[config.mk]
export PLATFORM = sky130hd
export DESIGN_NAME = wb_stage
export DESIGN_NICKNAME = d
export VERILOG_FILES = /design/src/rtl/wb_stage.sv
export SDC_FILE = /design/constraint.sdc
export NUM_CORES = 1
export LEC_CHECK = 0
export BUFFER_PORTS_ARGS = -buffer_cell sky130_fd_sc_hd__buf_2
export CAP_MARGIN = 30
export CORE_AREA = 2 2 200 202
export CTS_BUF_LIST = sky130_fd_sc_hd__clkbuf_4 sky130_fd_sc_hd__clkbuf_8
export DETAILED_ROUTE_END_ITERATION = 10
export DIE_AREA = 0 0 202 204
export SLEW_MARGIN = 30
export SYNTH_ARGS = -nofsm -noshare
export SYNTH_HDL_FRONTEND = slang
export SYNTH_SLANG_ARGS = --single-unit
[constraint.sdc]
create_clock -name clk -period 2.35 [get_ports clk]
set_clock_uncertainty 0.05 [all_clocks]
set_input_delay 0 -clock clk [delete_from_list [all_inputs] [get_ports clk]]
set_output_delay 0 -clock clk [all_outputs]
set_load 0.03 [all_outputs]
[src/rtl/wb_stage.sv]
// Write-back stage: selects the register-file write value and owns the HI/LO registers.
// Also handles syscall halt/display and keeps the retired-instruction and load counters.
module wb_stage #(
    parameter int PC_BITS   = 32,
    parameter int IR_BITS   = 32,
    parameter int DATA_BITS = 32,
    parameter int CNT_BITS  = 32,
    parameter int HALT_CODE = 10
) (
    input  logic                 clk,
    input  logic                 rst_n,
    input  logic [PC_BITS-1:0]   PC_in,
    input  logic [IR_BITS-1:0]   IR_in,
    input  logic                 Jal,
    input  logic                 MemToReg,
    input  logic                 RegWrite,
    input  logic [1:0]           ExtrWord,
    input  logic                 ExtrSigned,
    input  logic                 ToLH,
    input  logic [1:0]           LHToReg,
    input  logic [DATA_BITS-1:0] alu_out,
    input  logic [DATA_BITS-1:0] alu_out2,
    input  logic [DATA_BITS-1:0] mem_out,
    input  logic [DATA_BITS-1:0] lo,
    input  logic [DATA_BITS-1:0] hi,
    input  logic [5:0]           write,
    input  logic                 ld,
    input  logic                 Syscall,
    input  logic [DATA_BITS-1:0] v0_val,
    input  logic [DATA_BITS-1:0] a0_val,
    output logic                 rf_we,
    output logic [4:0]           rf_waddr,
    output logic [DATA_BITS-1:0] rf_wdata,
    output logic [DATA_BITS-1:0] hi_reg,
    output logic [DATA_BITS-1:0] lo_reg,
    output logic                 halted,
    output logic [DATA_BITS-1:0] disp_data,
    output logic                 disp_valid,
    output logic [CNT_BITS-1:0]  instr_count,
    output logic [CNT_BITS-1:0]  load_count
);

    logic [DATA_BITS-1:0] hi_q, hi_d;
    logic [DATA_BITS-1:0] lo_q, lo_d;
    logic                 halted_q, halted_d;
    logic [DATA_BITS-1:0] disp_data_q, disp_data_d;
    logic                 disp_valid_q, disp_valid_d;
    logic [CNT_BITS-1:0]  instr_cnt_q, instr_cnt_d;
    logic [CNT_BITS-1:0]  load_cnt_q, load_cnt_d;

    logic                 retire;
    logic                 halt_call;
    logic [PC_BITS-1:0]   pc_plus4;
    logic [7:0]           byte_sel;
    logic [15:0]          half_sel;
    logic [DATA_BITS-1:0] ext;

    // alu_out2 and write[5] are carried through the pipeline for visibility only.
    logic unused_bits;
    assign unused_bits = ^{alu_out2, write[5]};

    assign retire    = (IR_in != '0) && !halted_q;
    assign halt_call = (v0_val == DATA_BITS'(HALT_CODE));
    assign pc_plus4  = PC_in + PC_BITS'(4);

    assign rf_we    = RegWrite && retire && (write[4:0] != 5'd0);
    assign rf_waddr = write[4:0];

    // Little-endian lane select driven by the low address bits.
    assign byte_sel = mem_out[{alu_out[1:0], 3'b000} +: 8];
    assign half_sel = mem_out[{alu_out[1], 4'b0000} +: 16];

    always_comb begin
        unique case (ExtrWord)
            2'b01:   ext = {{(DATA_BITS-8){ExtrSigned & byte_sel[7]}}, byte_sel};
            2'b10:   ext = {{(DATA_BITS-16){ExtrSigned & half_sel[15]}}, half_sel};
            default: ext = mem_out;
        endcase
    end

    always_comb begin
        if (Jal)                  rf_wdata = DATA_BITS'(pc_plus4);
        else if (LHToReg == 2'b01) rf_wdata = lo_q;
        else if (LHToReg == 2'b10) rf_wdata = hi_q;
        else if (MemToReg)        rf_wdata = ext;
        else                      rf_wdata = alu_out;
    end

    always_comb begin
        // NOTE: every _d gets a hold/default value first so no path leaves it unassigned (no latch).
        hi_d         = hi_q;
        lo_d         = lo_q;
        halted_d     = halted_q;
        disp_data_d  = disp_data_q;
        disp_valid_d = 1'b0;
        instr_cnt_d  = instr_cnt_q;
        load_cnt_d   = load_cnt_q;
        if (retire) begin
            instr_cnt_d = instr_cnt_q + CNT_BITS'(1);
            if (ld) load_cnt_d = load_cnt_q + CNT_BITS'(1);
            if (ToLH) begin
                hi_d = hi;
                lo_d = lo;
            end
            if (Syscall) begin
                if (halt_call) begin
                    halted_d = 1'b1;
                end else begin
                    disp_data_d  = a0_val;
                    disp_valid_d = 1'b1;
                end
            end
        end
    end

    // NOTE: sequential state is updated with non-blocking assignments only.
    always_ff @(posedge clk or negedge rst_n) begin
        if (!rst_n) begin
            hi_q         <= '0;
            lo_q         <= '0;
            halted_q     <= 1'b0;
            disp_data_q  <= '0;
            disp_valid_q <= 1'b0;
            instr_cnt_q  <= '0;
            load_cnt_q   <= '0;
        end else begin
            hi_q         <= hi_d;
            lo_q         <= lo_d;
            halted_q     <= halted_d;
            disp_data_q  <= disp_data_d;
            disp_valid_q <= disp_valid_d;
            instr_cnt_q  <= instr_cnt_d;
            load_cnt_q   <= load_cnt_d;
        end
    end

    assign hi_reg      = hi_q;
    assign lo_reg      = lo_q;
    assign halted      = halted_q;
    assign disp_data   = disp_data_q;
    assign disp_valid  = disp_valid_q;
    assign instr_count = instr_cnt_q;
    assign load_count  = load_cnt_q;

endmodule

# Word-level counts from Yosys, hierarchy flattened
# Cells that the tools add are included.
[word_totals]
register_bits = 162
latch_bits = 0
ram_bits = 0
mem_bits_ro = 0
in_bits = 307
elab_cells = 38
n_memories = 0
[classes]
addsub = 3
n_mul = 0
div_mod_pow = 0
magnitude_cmp = 0
eq_ne = 5
n_shift = 2
mux = 8
n_bitwise = 3
n_reduce_logical = 10
[op_table]
columns = ["cell", "n"]
rows = [
  ["$mux 32", 4],
  ["$add 32x1->32 const B", 2],
  ["$pmux 32 s2", 1],
  ["$add 32x3->32 const B", 1],
  ["$eq 32x4->1 const B", 1],
  ["$reduce_bool 32->1", 1],
  ["$shiftx 32x6->16", 1],
  ["$shiftx 32x6->8", 1],
  ["$reduce_and 3->1", 2],
  ["$reduce_bool 5->1", 1],
  ["$eq 2x1->1 const B", 2],
  ["$eq 2x2->1 const B", 2],
  ["$reduce_and 2->1", 2],
  ["$logic_and 1x1->1", 3],
  ["$mux 1", 3],
  ["$and 1x1->1", 2],
  ["$logic_not 1->1", 1],
  ["$not 1->1", 1],
]

# Logic depth before layout (Yosys ltp)
# Gate-level depths: netlist (run 1).
[depth]
ltp_word = 7
depth_mapped = 8
mapped_depth_nobuf = 7

# Worst setup path after synthesis (run 1)
# No wires, ideal clock.
[synth_timing]
kind = "reg-to-reg"
from = "register load_cnt_q[10], in the netlist load_count[10]"
to = "register load_cnt_q[30], in the netlist load_count[30]"
arrival_ns = 1.936
path_slack_ns = 0.231
stages_incl_launch_ff = 6
synth_period_minus_slack_ns = 2.119
path_cell_list = "dfrtp_1 -> and4_1 -> nand4_1 -> nor4_1 -> or3b_2 -> xnor2_1"
[synth_between]
elab_chain_cells = 1
[synth_lines]
columns = ["item", "line", "source"]
rows = [
  ["start, declared", "49", "logic [CNT_BITS-1:0] load_cnt_q, load_cnt_d;"],
  ["start signal, assigned", "133", "load_cnt_q <= load_cnt_d;"],
  ["$add 32x1->32", "100", "if (ld) load_cnt_d = load_cnt_q + CNT_BITS'(1);"],
]
# No other way between the ends.
# A chain may end at the register's enable or synchronous reset.

# Worst setup path in the final report (run 1)
[layout_timing]
from = "input ExtrWord[0]"
to = "output rf_wdata[21]"
[layout_between]
elab_chain_cells = 6
word_cells_on_any_way = 7
[layout_lines]
columns = ["item", "line", "source"]
rows = [
  ["start, declared", "17", "input logic [1:0] ExtrWord,"],
  ["$eq 2x2->1 or $eq 2x1->1 (tied branches)", "74", "unique case (ExtrWord)"],
  ["$pmux 32 s2 *", "74", ""],
  ["$mux 32 *", "85", "else if (MemToReg) rf_wdata = ext;"],
  ["$mux 32 *", "84", "else if (LHToReg == 2'b10) rf_wdata = hi_q;"],
  ["$mux 32 *", "83", "else if (LHToReg == 2'b01) rf_wdata = lo_q;"],
  ["$mux 32 *", "82", "if (Jal) rf_wdata = DATA_BITS'(pc_plus4);"],
  ["end, declared", "33", "output logic [DATA_BITS-1:0] rf_wdata,"],
]
# Every way passes the cells marked *; elsewhere a longest branch is shown, timed or not.

==> flow_summary.ini, run 1 <==
[clocking]
cts_buffers = 17
path_clk_slew_ns = 0.10
cts_hold_buf = 102
worstSkewPairLatency_ns = 0.50
post_cts.repair.setup_buffers = 0
cts_tree = built
cts.path.max_buffers = 2
post_cts_resize_count = 0
numClockSinks = 162
cts_root_buf = clkbuf_8
htree_levels = 4

[logic_synthesis]
synth_top_family_by_area = simple AND/OR/NAND/NOR gates
yosys_warnings = 0
ys_seq_area_share_pct = 42.9
synth_fa_ha_area_share_pct = 0.662
synth.top_cell.area_share_pct = 42.9
ys_ff_latch = 162
synth_area_um2 = 9450
ys_types = 59
avgSynthCellArea_um2 = 10.2
synth_xor_area_share_pct = 8.06
yosysTopAreaCell = dfrtp_1
synth_flop_cell = dfrtp_1
synth_compound_area_share_pct = 13.9
async_reset_ff_share_pct = 100
synthCells = 923
synthTopCellsByArea = dfrtp_1 (43%), mux2_2 (9.1%), xnor2_1 (5.4%)
synth_edf_count = 0
synthMuxAreaShare_pct = 14.5
yosys-top-cells-count = dfrtp_1 (162), mux2_2 (76), xnor2_1 (58), nand2_1 (57), nor2_1 (51)
syn_nets = 1235
synth-simple-area-share_pct = 15.9
synthMostInstantiatedCell = dfrtp_1

[global_routing]
grtUsageTotal_pct = 19.9
grt_max_degree = 83
busiest_layer = met2
met1_usage_pct = 22.7
overflow = 0
gr-usage-met3_pct = 4.91
grtUsageMet2_pct = 35.3
grt_pass1_vias = 10200
grt_pass1_wl_mm = 61.9
antenna_found_initial = 4

[critical_path]
worstPathMaxFanout = 11
endpoint_kind = output port
path_class = in2out
critPathRequiredTime_ns = 2.30
cp-start-kind = input port
crit_arrival_ns = 2.12

[final_layout]
finish.utilization_pct = 35.9
stdcell_area_um2 = 14100
nets = 1809
final_cells = 2038
area_delta_synth_final_pct = 48.7
drive_gt1_share_pct = 44.1

[timing]
rsz0062_at_grt = no
finalSetupTns_ns = 0
relSlewSlack_pct = 62.5
fmax_mhz = 460
setup_slack_ns = 0.175
final-hold-violation-count = 0
post-route-period-util_pct = 92.5
tightest_slew_ns = 0.560
slew_viol_final = 0
min_period_ns = 2.17
setup_viol = 0

[power]
ir_drop_mv = 0.364
clkPwrFrac_pct = 36.4
p_int_mw = 4.48
switching_share_pct = 29.0
pwr-share-seq_pct = 44.1
switchingPower_mw = 1.83
p_per_area_nw_per_um2 = 449
p_leak_nw = 7.14
combPwrFrac_pct = 19.5

[placed_design]
dpl_cell_area_um2 = 12600
portBuffers = 473
dp_hpwl_mm = 33.2
pre_cts_ws_ns = 0.176
gp_congestion = 0.907
dp.cells = 1901

[route]
wl_per_cell_um = 20.5
vias_per_cell = 4.94
drc = 0
ant_nets = 0
first_pass_iters = 5
vias = 10100
wirelength_mm = 41.8
drt_iter0_drc = 617

[floorplan]
die_w_um = 202
dieArea_um2 = 41200
core_um2 = 39200
num_rows = 73
die_y_um = 204
num_io_pins = 507
initial_core_util_pct = 24.1

[run_status]
outcome = finished clean

[worst_hold_path]
worstHoldPathType = in2reg

[run]
timing.max_cap.violations = 0
[metrics by stage]
stage | power [mW] | hold WS (ns)
2_1_floorplan | 3.33 | -0.346
3_3_place_gp | 3.92 | -0.0893
3_5_place_dp | 3.92 | -0.0833
4_1_cts | 6.41 | 0.0159
5_1_grt | 6.59 | 0.0477
6_report | 6.32 | 0.0547
[logic make-up (layout without fill, tap and decap cells)]
kind of cell             after synthesis  in the layout
AND/OR/NAND/NOR                      284            284
AO/OA/AOI/OAI                        187            187
flip-flops                           162            162
multiplexers                         112            112
XOR/XNOR                              87             87
buffers and inverters                 86            673
adder cells (fa/ha/maj)                5              5
other                                  0              3
[worst max-delay path: stages]
cell and delay, ns:
buf_2 0.13, inv_1 0.05, ha_1 0.39, nand2b_1 0.14, nand4bb_1 0.14, nor4b_2 0.49, buf_4 0.29, a211o_1 0.17
o21ai_0 0.11, buf_2 0.20
[path summary, 6_finish.rpt]
path | end | from | cells after the start | slack [ns]
worst max-delay path | rf_wdata[21] | ExtrWord[0] | 10 | 0.18
worst min-delay path | hi_reg[23] | ToLH | 3 | 0.05
worst max register to register | load_count[30] | load_count[10] | 5 | 0.20
min in group asynchronous | disp_data[5] | rst_n | 4 | 0.56
max in group asynchronous | lo_reg[25] | rst_n | 4 | 1.22
worst min register to register | instr_count[31] | instr_count[31] | 1 | 0.42
[area by class of cell]
| cell class | count | area [µm²] |
|---|---|---|
| Tap cell | 525 | 657 |
| Clock inverter | 11 | 150 |
| Inverter | 23 | 86.3 |
| Clock buffer | 21 | 289 |
| Timing Repair Buffer | 618 | 3780 |
| Fill cell | 4007 | 25100 |
| Multi-Input combinational cell | 675 | 5030 |
| Sequential cell | 162 | 4050 |
| Antenna cell | 3 | 7.51 |
[layer usage]
metal / wire (µm) / vias to the layer above
li1: - / 4575
met1: 16100 / 4922
met2: 21100 / 513
met3: 3070 / 67
met4: 1490 / 0
met5: 0 / -
[layout by cell type (no fill, tap or decap), types with 24 or more instances in the layout]
cell type      instances
dlygate4sd3_1        101
nor4_1                25
nor2_1                51
mux2_2                76
nand3_1               27
buf_4                 39
mux2_4                29
o21ai_0               31
nor3_1                24
buf_2                472
xnor2_1               58
nand2_1               57
dfrtp_1              162
xor2_1                29
a21oi_1               32
nand4_1               27
[power by group through the flow]
stage / sequential [mW] / clock [mW] / combinational [mW]
2_1_floorplan: 2.84 / 0 / 0.491
3_3_place_gp: 2.84 / 0 / 1.08
3_5_place_dp: 2.84 / 0 / 1.08
4_1_cts: 2.78 / 2.40 / 1.23
5_1_grt: 2.79 / 2.49 / 1.31
6_report: 2.78 / 2.30 / 1.23
Note: power is estimated with default switching activity, not from simulation.
==> inputs of run 2 (changes only) <==
--- a/config.mk
+++ b/config.mk
@@ -5,12 +5,13 @@
 export SDC_FILE = /design/constraint.sdc
 export NUM_CORES = 1
 export LEC_CHECK = 0
+export ABC_AREA = 1
 export BUFFER_PORTS_ARGS = -buffer_cell sky130_fd_sc_hd__buf_2
 export CAP_MARGIN = 30
-export CORE_AREA = 2 2 200 202
+export CORE_AREA = 2 2 196 198
 export CTS_BUF_LIST = sky130_fd_sc_hd__clkbuf_4 sky130_fd_sc_hd__clkbuf_8
 export DETAILED_ROUTE_END_ITERATION = 10
-export DIE_AREA = 0 0 202 204
+export DIE_AREA = 0 0 198 200
 export SLEW_MARGIN = 30
 export SYNTH_ARGS = -nofsm -noshare
 export SYNTH_HDL_FRONTEND = slang
==> flow_summary.ini, run 2 <==
[run_status]
outcome = finished clean

[placed_design]
dp_hpwl_mm = 41.0
portBuffers = 473
pre_cts_ws_ns = 0.167
gp_congestion = 1.02

[final_layout]
final_cell_mix = nand2_1 (599), buf_2 (472), dfrtp_1 (162)
final_common_cell = nand2_1
drive_gt1_share_pct = 26.2
multi_input_area_um2 = 5760
nets = 2462
nFillCells = 4049
area_delta_synth_final_pct = 40.8
regArea_um2 = 4050

[clocking]
cts_tree = built
htree_levels = 4
post_cts_resize_count = 0
post_cts.repair.setup_buffers = 0
cts_root_buf = clkbuf_8
cts_buffers = 17
worstSkewPairLatency_ns = 0.49
cts.path.max_buffers = 2
path_clk_slew_ns = 0.09
numClockSinks = 162

[logic_synthesis]
synth.top_cell.area_share_pct = 37.9
async_reset_ff_share_pct = 100
synth_edf_count = 0
synth_area_um2 = 10700
ys_ff_latch = 162
yosys-top-cells-count = nand2_1 (599), dfrtp_1 (162), nor2_1 (156), o21ai_0 (136), inv_1 (125)
synthCells = 1596
yosys_warnings = 0
ys_types = 46
avgSynthCellArea_um2 = 6.70
synth_flop_cell = dfrtp_1
synthMostInstantiatedCell = nand2_1
synthTopCellsByArea = dfrtp_1 (38%), nand2_1 (21%), o21ai_0 (6.4%)
yosysTopAreaCell = dfrtp_1
ys_seq_area_share_pct = 37.9
syn_nets = 1908

[power]
p_leak_nw = 8.08
total_power_mw = 6.08
ir_drop_mv = 0.607
p_per_area_nw_per_um2 = 403

[timing]
min_period_ns = 2.21
fmax_mhz = 453
setup_viol = 0
relSlewSlack_pct = 37.8
finalSetupTns_ns = 0
slew_viol_final = 0
post-route-period-util_pct = 93.9
rsz0062_at_grt = no
final-hold-violation-count = 0
setup_slack_ns = 0.142
tightest_slew_ns = 0.930

[route]
vias = 12700
drt_iter0_drc = 733
drc = 0
first_pass_iters = 5
ant_nets = 0
wirelength_mm = 51.0
wl_per_cell_um = 19.0
vias_per_cell = 4.74

[critical_path]
r2r_cells = 6
cp-start-kind = input port
worstPathMaxFanout = 7
path_class = in2out
endpoint_kind = output port
crit_arrival_ns = 2.16
critPathRequiredTime_ns = 2.30

[floorplan]
die_w_um = 198
initial_core_util_pct = 28.6
core_um2 = 37400
num_rows = 71
dieArea_um2 = 39600
num_io_pins = 507
die_y_um = 200

[run]
timing.max_cap.violations = 0

[global_routing]
grt_pass1_wl_mm = 75.6
antenna_found_initial = 11
grtUsageTotal_pct = 25.7
grt_pass1_vias = 12700
grt_max_degree = 63
overflow = 0

[worst_hold_path]
holdPathStages = 5
worstHoldPathType = in2reg
run 2: cell families (layout without fill, tap and decap cells):
logic type	count (synthesis)	in the layout	synth area share, %
simple gates	889	889	34.0
compound gates	260	260	13.0
buf+inv	204	771	8.31
flops	162	162	37.9
xor+xnor	76	76	6.23
fa+ha+maj	5	5	0.585
other cells	0	8	0
run 2: power by group:
part	total (mW)	internal (mW)	switching, mW
Sequential	2.78	2.78	0
Clock	1.98	0.801	1.18
Combinational	1.31	0.509	0.796
Total	6.08	4.10	1.98
run 2: stage by stage:
step	hold WS [ns]	utilization [%]	instances	area, µm²
2_1_floorplan	-0.346	-	1596	10700
3_3_place_gp	-0.0716	36.4	2540	13600
3_5_place_dp	-0.0756	36.4	2540	13600
4_1_cts	0.101	40.2	2674	15000
5_1_grt	0.149	40.2	2680	15100
6_report	0.144	40.3	2682	15100
run 2: routing by layer:
| metal | wire (µm) | track usage [%] | share of wire [%] |
|---|---|---|---|
| met1 | 21000 | 31.0 | 41 |
| met2 | 24900 | 45.5 | 49 |
| met3 | 3490 | 5.02 | 6.8 |
| met4 | 1520 | 9.16 | 3.0 |
| met5 | 22 | 0 | 0.043 |
run 2: final cells by class:
class                      instances  area share, %
tap                              511           4.25
timing repair buffer             607           24.8
sequential                       162           26.9
inverter                         132           3.31
antenna                            8          0.133
clock buffer                      19           1.74
clock inverter                    13          0.673
multi-input combinational       1230           38.2
run 2: worst paths after layout:
| path | start | end | slack, ns |
|---|---|---|---|
| worst min-delay path | ToLH | hi_reg[6] | 0.14 |
| max in group asynchronous | rst_n | hi_reg[5] | 1.33 |
| worst min register to register | disp_data[0] | disp_data[0] | 0.44 |
| worst max-delay path | ExtrWord[1] | rf_wdata[5] | 0.14 |
| worst max register to register | halted | lo_reg[14] | 0.39 |
| min in group asynchronous | rst_n | disp_data[10] | 0.57 |
run 2: critical path: stages:
cell     delay [ns]
buf_2          0.11
inv_1          0.05
ha_1           0.28
inv_1          0.11
o21ai_1        0.51
nand2_1        0.13
a31oi_1        0.15
nor2_1         0.09
o21ai_0        0.42
buf_2          0.29
run 2: timing repair:
item                                    CTS  global route
endpoints found under the setup margin    0             0
endpoints found under the hold margin   274             0
hold buffers                            102             0
==> inputs of run 3 (changes only) <==
--- a/config.mk
+++ b/config.mk
@@ -12,6 +12,7 @@
 export CTS_BUF_LIST = sky130_fd_sc_hd__clkbuf_4 sky130_fd_sc_hd__clkbuf_8
 export DETAILED_ROUTE_END_ITERATION = 10
 export DIE_AREA = 0 0 198 200
+export PLACE_DENSITY_LB_ADDON = 0.1
 export SLEW_MARGIN = 30
 export SYNTH_ARGS = -nofsm -noshare
 export SYNTH_HDL_FRONTEND = slang
==> flow_summary.ini, run 3 (synthesis results as in run 2) <==
[run_status]
outcome = finished clean

[clocking]
path_clk_slew_ns = 0.10
worstSkewPairLatency_ns = 0.49
htree_levels = 4
cts_buffers = 17
cts_tree = built
cts_root_buf = clkbuf_8
numClockSinks = 162
cts.path.max_buffers = 2

[route]
drc = 0
wirelength_mm = 50.4
ant_nets = 0
wl_met2_mm = 24.4
wl_met3_mm = 3.30
wl_per_cell_um = 18.8
vias = 12600
first_pass_iters = 6
vias_per_cell = 4.71
wl_met1_mm = 20.8
drt_iter0_drc = 659
top_layer = met5

[final_layout]
final_common_cell = nand2_1
drive_gt1_share_pct = 26.3
nets = 2464
final_cell_mix = nand2_1 (599), buf_2 (472), dfrtp_1 (162)
area_delta_synth_final_pct = 41.3

[global_routing]
overflow = 0
grt_pass1_wl_mm = 73.9
grt_pass1_vias = 12400
antenna_found_initial = 5
grt_max_degree = 56
grtUsageTotal_pct = 25.2

[timing]
tightest_slew_ns = 0.872
min_period_ns = 2.26
slew_viol_final = 0
fmax_mhz = 442
finalSetupTns_ns = 0
setup_slack_ns = 0.0864
relSlewSlack_pct = 41.8
final-hold-violation-count = 0
post-route-period-util_pct = 96.3
rsz0062_at_grt = no
setup_viol = 0

[placed_design]
pre_cts_ws_ns = 0.312
dp_hpwl_mm = 40.6
gp_congestion = 0.962
portBuffers = 473

[critical_path]
reg2reg_setup_slack_ns = 0.35
critPathMostFrequentCell = nand2_1
critPathRequiredTime_ns = 2.30
slowest_stage = a221oi_1
path_buf_inv = 2
worstPathMaxFanout = 2
cp-start-kind = register
endpoint_kind = output port
path_cells = inv_1, a221oi_1, nand2_1, nand2_1, buf_2
path_class = reg2out
critPathTopFamily = compound AO/OA/AOI/OAI gates
cpPeakStageDelay_ns = 0.73
crit_arrival_ns = 2.21

[power]
p_leak_nw = 8.13
ir_drop_mv = 0.332
total_power_mw = 6.43
p_per_area_nw_per_um2 = 426

[floorplan]
dieArea_um2 = 39600
initial_core_util_pct = 28.6
num_io_pins = 507
die_y_um = 200
core_um2 = 37400
die_w_um = 198
num_rows = 71

[run]
timing.max_cap.violations = 0

[worst_hold_path]
worstHoldPathType = in2reg
-- run 3: cell types whose count changed in the layout (fill, tap and decap cells not counted), moves of 2 or more --
cell,delta
buf_12,-2
buf_4,+4
bufinv_16,+4
diode_2,-7
-- run 3: worst paths after layout --
kind	startpoint	end	cells after the start
max	hi_reg[11]	rf_wdata[11]	5
max reg2reg	halted	load_count[23]	5
min reg2reg	disp_data[4]	disp_data[4]	2
min in group asynchronous	rst_n	instr_count[26]	3
max in group asynchronous	rst_n	instr_count[28]	3
min	ld	load_count[8]	5
-- run 3: per-layer routing --
metal | vias to the layer above | track usage, %
met4 | 6 | 10.2
met2 | 503 | 43.4
met5 | - | 0
met1 | 5865 | 31.2
li1 | 6180 | -
met3 | 63 | 4.55
-- run 3: tightest hold or removal path: stages --
cell	delay, ns
buf_2	0.10
inv_1	0.11
nor2_2	0.19
nand2_1	0.10
o21ai_1	0.05
-- run 3: power by group --
group          internal (mW)  switching [mW]  leakage (nW)  total (mW)
registers               2.78               0          1.98        2.78
clock network           1.20            1.16         0.217        2.36
logic                  0.504           0.778          5.94        1.28
total                   4.49            1.94          8.13        6.43
-- run 3: final cells by class --
class,instances,area [µm²]
multi-input cells,1230,5750
flip-flops and latches,162,4050
repair buffers,609,3720
well taps,511,639
clock buffers,18,248
diodes,1,2.50
fillers,4075,22300
inverters,132,498
clock inverters,14,200
-- run 3: timing repair --
item | in CTS | in global routing
buffers inserted | 0 | 0
resized for setup | 0 | 1
endpoints found under the setup margin | 0 | 1
hold endpoints to repair | 259 | 6
hold buffers | 100 | 1
-- run 3: through the flow --
stage	util, %	area [µm²]	hold WS, ns	cells
after floorplan	-	10700	-0.346	1596
after global placement	36.4	13600	-0.120	2542
after detailed placement	36.4	13600	-0.118	2542
after CTS	40.3	15100	0.00859	2674
after global routing	40.4	15100	0.0408	2677
final	40.4	15100	0.0419	2677
